**src/rtl/onewire_pkg.sv**
```systemverilog
// +------------------------------------------------------------------------+
// | onewire_pkg: state encoding, command codes and default slot timing     |
// | for the 1-Wire bit-level master.                                       |
// | rev 1.0                                                                |
// +------------------------------------------------------------------------+
`default_nettype none

package onewire_pkg;

    typedef enum logic [2:0] {
        ST_IDLE      = 3'd0,
        ST_RST_LOW   = 3'd1,
        ST_RST_HIGH  = 3'd2,
        ST_SLOT_LOW  = 3'd3,
        ST_SLOT_HIGH = 3'd4
    } ow_state_t;

    localparam logic [1:0] CMD_RESET = 2'b00;
    localparam logic [1:0] CMD_WR0   = 2'b01;
    localparam logic [1:0] CMD_WR1   = 2'b10;
    localparam logic [1:0] CMD_READ  = 2'b11;

    localparam int DEF_CLK_PER_US = 50;
    localparam int DEF_T_RSTL     = 480;
    localparam int DEF_T_PDS      = 70;
    localparam int DEF_T_RSTH     = 480;
    localparam int DEF_T_LOW1     = 6;
    localparam int DEF_T_LOW0     = 60;
    localparam int DEF_T_RDS      = 15;
    localparam int DEF_T_SLOT     = 70;

endpackage

`default_nettype wire

```
**src/rtl/onewire_tick.sv**
```systemverilog
// +------------------------------------------------------------------------+
// | onewire_tick: microsecond prescaler, pulses tick when count wraps.     |
// | rev 1.0                                                                |
// +------------------------------------------------------------------------+
`default_nettype none

module onewire_tick #(
    parameter int CLK_PER_US = 50
) (
    input  logic clk,
    input  logic rst_n,
    input  logic clr,
    output logic tick
);

    localparam int CW = (CLK_PER_US > 2) ? $clog2(CLK_PER_US) : 1;
    localparam logic [CW-1:0] c_last = CW'(CLK_PER_US - 1);

    logic [CW-1:0] r_cnt;
    logic          w_wrap;

    assign w_wrap = (r_cnt == c_last);
    assign tick   = w_wrap;

    always_ff @(posedge clk or negedge rst_n) begin
        if (!rst_n) begin
            r_cnt <= '0;
        end else if (clr || w_wrap) begin
            r_cnt <= '0;
        end else begin
            r_cnt <= r_cnt + CW'(1);
        end
    end

endmodule

`default_nettype wire

```
**src/rtl/onewire_master.sv**
```systemverilog
// +------------------------------------------------------------------------+
// | onewire_master: 1-Wire bit-level master (reset/presence, write, read), |
// | open-drain pad control, microsecond slot timing.                       |
// | rev 1.0                                                                |
// +------------------------------------------------------------------------+
`default_nettype none

module onewire_master
    import onewire_pkg::*;
#(
    parameter int CLK_PER_US = DEF_CLK_PER_US,
    parameter int T_RSTL     = DEF_T_RSTL,
    parameter int T_PDS      = DEF_T_PDS,
    parameter int T_RSTH     = DEF_T_RSTH,
    parameter int T_LOW1     = DEF_T_LOW1,
    parameter int T_LOW0     = DEF_T_LOW0,
    parameter int T_RDS      = DEF_T_RDS,
    parameter int T_SLOT     = DEF_T_SLOT
) (
    input  logic       clk,
    input  logic       rst_n,
    input  logic       cmd_valid,
    input  logic [1:0] cmd,
    output logic       cmd_ready,
    output logic       busy,
    output logic       rsp_valid,
    output logic       rsp_bit,
    output logic       pad_o,
    output logic       pad_t,
    input  logic       pad_i
);

    // Phase ends fire on the tick that would make us_cnt equal the target,
    // so every phase lasts exactly T*CLK_PER_US cycles.
    localparam logic [9:0] c_rstl_last = 10'(T_RSTL - 1);
    localparam logic [9:0] c_rsth_last = 10'(T_RSTH - 1);
    localparam logic [9:0] c_low0_last = 10'(T_LOW0 - 1);
    localparam logic [9:0] c_low1_last = 10'(T_LOW1 - 1);
    localparam logic [9:0] c_slot_last = 10'(T_SLOT - 1);
    localparam logic [9:0] c_pds       = 10'(T_PDS);
    localparam logic [9:0] c_rds       = 10'(T_RDS);

    ow_state_t   r_state;
    ow_state_t   w_next;
    logic [1:0]  r_cmd;
    logic [9:0]  r_us_cnt;
    logic [9:0]  w_target;
    logic        r_sync1;
    logic        r_pad_s;
    logic        r_sample;
    logic        r_rsp_valid;
    logic        r_rsp_bit;
    logic        w_tick;
    logic        w_accept;
    logic        w_done;
    logic        w_rsp_fire;
    logic        w_capture;

    assign w_accept = cmd_valid && (r_state == ST_IDLE);

    onewire_tick #(
        .CLK_PER_US (CLK_PER_US)
    ) u_tick (
        .clk   (clk),
        .rst_n (rst_n),
        .clr   (w_accept),
        .tick  (w_tick)
    );

    always_comb begin
        w_target = '1;
        case (r_state)
            ST_RST_LOW:   w_target = c_rstl_last;
            ST_RST_HIGH:  w_target = c_rsth_last;
            ST_SLOT_LOW:  w_target = (r_cmd == CMD_WR0) ? c_low0_last : c_low1_last;
            ST_SLOT_HIGH: w_target = c_slot_last;
            default:      w_target = '1;
        endcase
    end

    assign w_done     = w_tick && (r_us_cnt == w_target);
    assign w_rsp_fire = w_done && ((r_state == ST_RST_HIGH) ||
                                   ((r_state == ST_SLOT_HIGH) && (r_cmd == CMD_READ)));
    assign w_capture  = w_tick && (((r_state == ST_RST_HIGH) && (r_us_cnt == c_pds)) ||
                                   ((r_state == ST_SLOT_HIGH) && (r_cmd == CMD_READ) &&
                                    (r_us_cnt == c_rds)));

    always_ff @(posedge clk or negedge rst_n) begin
        if (!rst_n) begin
            r_state <= ST_IDLE;
        end else begin
            r_state <= w_next;
        end
    end

    always_comb begin
        w_next = r_state;
        case (r_state)
            ST_IDLE:      if (cmd_valid) w_next = (cmd == CMD_RESET) ? ST_RST_LOW : ST_SLOT_LOW;
            ST_RST_LOW:   if (w_done) w_next = ST_RST_HIGH;
            ST_RST_HIGH:  if (w_done) w_next = ST_IDLE;
            ST_SLOT_LOW:  if (w_done) w_next = ST_SLOT_HIGH;
            ST_SLOT_HIGH: if (w_done) w_next = ST_IDLE;
            default:      w_next = ST_IDLE;
        endcase
    end

    // Pad release follows the state directly so an async reset frees the bus at once.
    always_comb begin
        pad_t     = 1'b1;
        cmd_ready = 1'b0;
        busy      = 1'b1;
        case (r_state)
            ST_IDLE: begin
                cmd_ready = 1'b1;
                busy      = 1'b0;
            end
            ST_RST_LOW, ST_SLOT_LOW: pad_t = 1'b0;
            default: pad_t = 1'b1;
        endcase
    end

    assign pad_o     = 1'b0;
    assign rsp_valid = r_rsp_valid;
    assign rsp_bit   = r_rsp_bit;

    always_ff @(posedge clk or negedge rst_n) begin
        if (!rst_n) begin
            r_cmd    <= CMD_RESET;
            r_us_cnt <= '0;
        end else if (w_accept) begin
            r_cmd    <= cmd;
            r_us_cnt <= '0;
        end else if (w_tick && (r_state != ST_IDLE)) begin
            if ((r_state == ST_RST_LOW) && w_done) begin
                r_us_cnt <= '0;
            end else begin
                r_us_cnt <= r_us_cnt + 10'd1;
            end
        end
    end

    // The line idles high through the pull-up, so the synchronizer resets to 1.
    always_ff @(posedge clk or negedge rst_n) begin
        if (!rst_n) begin
            r_sync1 <= 1'b1;
            r_pad_s <= 1'b1;
        end else begin
            r_sync1 <= pad_i;
            r_pad_s <= r_sync1;
        end
    end

    always_ff @(posedge clk or negedge rst_n) begin
        if (!rst_n) begin
            r_sample    <= 1'b0;
            r_rsp_valid <= 1'b0;
            r_rsp_bit   <= 1'b0;
        end else begin
            if (w_capture) begin
                r_sample <= (r_state == ST_RST_HIGH) ? ~r_pad_s : r_pad_s;
            end
            r_rsp_valid <= w_rsp_fire;
            if (w_rsp_fire) begin
                r_rsp_bit <= r_sample;
            end
        end
    end

endmodule

`default_nettype wire

```
**config.mk**
```make
export PLATFORM = sky130hd
export DESIGN_NAME = onewire_master
export DESIGN_NICKNAME = d
export VERILOG_FILES = /design/src/rtl/onewire_pkg.sv /design/src/rtl/onewire_tick.sv /design/src/rtl/onewire_master.sv
export SDC_FILE = /design/constraint.sdc
export NUM_CORES = 1
export LEC_CHECK = 0
export ABC_AREA = 1
export BUFFER_PORTS_ARGS = -buffer_cell sky130_fd_sc_hd__buf_2
export CORE_UTILIZATION = 50
export DETAILED_ROUTE_END_ITERATION = 10
export PLACE_DENSITY = 0.78
export SLEW_MARGIN = 25
export SYNTH_ARGS = -nofsm -noshare
export SYNTH_HDL_FRONTEND = slang
export SYNTH_HIERARCHICAL = 1
export SYNTH_SLANG_ARGS = --single-unit
```
**constraint.sdc**
```tcl
create_clock -name clk -period 5.05 [get_ports clk]
set_clock_uncertainty 0.05 [all_clocks]
set_input_delay 0.7575 -clock clk [delete_from_list [all_inputs] [get_ports clk]]
set_output_delay 0.7575 -clock clk [all_outputs]
set_load 0.05 [all_outputs]
```
==> impl_metrics.csv <==
group,metric,value,unit
floorplanning,row_count,20,
layout,layout_common_cells,"nand2_1 (67), inv_1 (25), dfrtp_1 (24), nand3_1 (20), nor2_1 (17)",
sta,fin_ws,2.711,ns
synthesis,syn_inst,218,
clocking,numCtsBuffers,3,
synthesis,synth_area_leaders,"dfrtp_1 (36%), nand2_1 (15%), nand3_1 (6.0%), inv_1 (5.6%), nor2_1 (3.8%)",
global_route,grt_pass1_vias,1288,
sta,slew_headroom,0.6263,
placement,dp_cells,269,
layout,design_area,1804,µm²
global_route,antenna_found_initial,0,
floorplanning,core_area,3103,µm²
layout,nNetsFinal,240,
setup_path,worstPathRequired,4.24,ns
synthesis,ys_seq_area_frac,0.3913,
global_route,grt_max_degree,27,
setup_path,cp_max_fo,9,
min_path,holdCritPathClass,"reg2reg",
clocking,cts_setup_buffers,0,
setup_path,timing.rr.start,"u_tick/r_cnt[1]",
layout,fin_cells,273,
setup_path,arrival,1.53,ns
global_route,grt_pass1_wl,5.430,mm
setup_path,r2r_slack,3.07,ns
power_and_ir_drop,p_per_area,454.2,nW/µm²
synthesis,synth_area,1669,µm²
setup_path,timing.reg2reg.worst_path_depth,11,
flow_run,maxCapViolations,0,
sta,setup_violations,0,
synthesis,syn-num-nets,228,
floorplanning,die_y,59.78,µm
layout,drive_gt1_frac,0.1703,
synthesis,yosys.cell_types.count,31,
layout,antennaDiodeCount,0,
drt,wl_per_cell,11.32,µm
clocking,clk_pin_slew,0.14,ns
drt,ant_nets,0,
power_and_ir_drop,p_seq_frac,0.372,
synthesis,ys_warn_count,6,
placement,dp_slack,3.085,ns
power_and_ir_drop,p_sw_frac,0.4624,
sta,min_period,2.339,ns
clocking,tritoncts,"built",
placement,placed_area,1752,µm²
sta,tns,0,ns
layout,layout_commonest_cell,"nand2_1",
setup_path,crit_path_end,"cmd_ready",
power_and_ir_drop,ir_drop,0.2510,mV
power_and_ir_drop,p_leak,0.8949,nW
power_and_ir_drop,p_switching,378.9,µW
setup_path,cp-startpoint,"r_state[1]",
floorplanning,die_w,59.78,µm
clocking,cts_hold_buf,0,
synthesis,synth_top_area_frac,0.3598,
sta,rsz0062_at_grt,"no",
drt,first_pass_iters,4,
power_and_ir_drop,p_comb_frac,0.455,
synthesis,synth-seq-cells,26,
sta,tightestPinTransition,0.5606,ns
drt,first_iter_violations,66,
drt,viasPerCell,4.989,
sta,drv_slew,0,
placement,dp.final_hpwl,2.496,mm
global_route,track_usage,0.2025,
sta,fin_crit_sh,0.4632,
power_and_ir_drop,clkPwrFrac,0.173,
clocking,clock_latency,0.32,ns
synthesis,synth.avg_cell_area,7.656,µm²
clocking,htree_levels,1,
layout,multi_input_area,880.8,µm²
floorplanning,num_io_pins,12,
drt,remaining_drc_errors,0,
placement,numPortBuffers,10,
status,status,"completed",
clocking,cts_resized,0,
layout,fillCellCount,313,
sta,final-hold-violation-count,0,
global_route,grt_overflow_total,0,
clocking,cts_sinks,26,
floorplanning,start_util,0.5379,
min_path,min_from,"r_sync1",
setup_path,r2r-end,"r_us_cnt[5]",
floorplanning,dieArea,3573,µm²
layout,area_delta_synth_final,8.096,%
placement,gp_congestion,0.8420,
drt,wirelength,3.089,mm
drt,vias,1362,
clocking,cts_max_path_buffers,2,
setup_path,startpoint_type,"register",
clocking,ctsRootBufferMaster,"clkbuf_4",
power_and_ir_drop,p_int,440.6,µW
setup_path,criticalPathCategory,"reg2out",
setup_path,cp-end-kind,"output pin",
synthesis,synth_largest_area_cell,"dfrtp_1",
sta,fmax,427.5,MHz
layout,regArea,653.1,µm²
[critical path: stages, from the launching register on]
cell and delay [ns]:
dfrtp_1 0.50, nor2_2 0.21, nand2_2 0.11, inv_2 0.11
buf_2 0.27
[logic make-up after synthesis]
kind of cell,Yosys count,share of synthesized area
AND/OR/NAND/NOR,129,0.3823
AO/OA/AOI/OAI,15,0.05922
other,1,0.002247
flip-flops,26,0.3913
multiplexers,1,0.006746
XOR/XNOR,9,0.04723
buffers and inverters,33,0.08096
adder cells (fa/ha/maj),4,0.02999
[power groups by stage]
stage,sequential [mW],combinational (mW),clock (mW)
finish,0.304,0.373,0.142
global route,0.313,0.422,0.155
CTS,0.304,0.375,0.147
detailed placement,0.309,0.374,0
global placement,0.307,0.364,0
floorplan,0.293,0.322,0
[Yosys cell counts, drive strengths merged]
master / instances
ha: 4
mux2: 1
clkbuf: 1
nand4: 6
buf: 2
dfstp: 2
conb: 1
dfrtp: 24
nor3: 2
xor2: 7
nand3b: 4
o22ai: 1
o211ai: 1
o21ai: 11
xnor2: 2
inv: 30
nor2: 24
o21bai: 2
nand3: 23
nand2: 70
[metal layers]
layer / global-route usage / vias to the layer above / routed length (µm) / part of all wire
met3: 0.02165 / 5 / 107 / 0.035
met5: 0 / - / 0 / 0
met1: 0.2751 / 618 / 1502 / 0.49
li1: - / 710 / - / -
met4: 0.07641 / 0 / 31 / 0.010
met2: 0.3317 / 29 / 1447 / 0.47
[cell type report]
| class | instances | area share |
|---|---|---|
| multi-input combinational | 159 | 0.4882 |
| sequential | 26 | 0.3620 |
| inverter | 30 | 0.06241 |
| tap | 44 | 0.03051 |
| timing repair buffer | 10 | 0.02774 |
| clock inverter | 1 | 0.01664 |
| clock buffer | 3 | 0.01248 |
[worst min path at each step]
stage | endpoint | slack [ns] | cells past startpoint
after global placement | r_pad_s | 0.30 | 0
after CTS | r_pad_s | 0.32 | 0
after detailed placement | r_pad_s | 0.30 | 0
after global routing | r_pad_s | 0.33 | 0
final | r_pad_s | 0.32 | 0
after floorplan | r_pad_s | 0.30 | 0
[stage by stage]
step | power [mW] | hold slack (ns) | util
3_5_place_dp | 0.6834 | 0.2984 | 0.5645
5_1_grt | 0.8905 | 0.3265 | 0.5815
6_report | 0.8195 | 0.3165 | 0.5815
4_1_cts | 0.8263 | 0.3186 | 0.5815
2_1_floorplan | 0.6151 | 0.2952 | -
3_3_place_gp | 0.6706 | 0.2973 | 0.5645
[registers in the layout (all words and copies together) (netlist names)]
register / flops
r_cmd: 2
u_tick/r_cnt: 6
rsp_bit: 1
r_sample: 1
rsp_valid: 1
r_pad_s: 1
r_us_cnt: 10
r_state: 3
r_sync1: 1
Power figures use the tool's default switching activity.
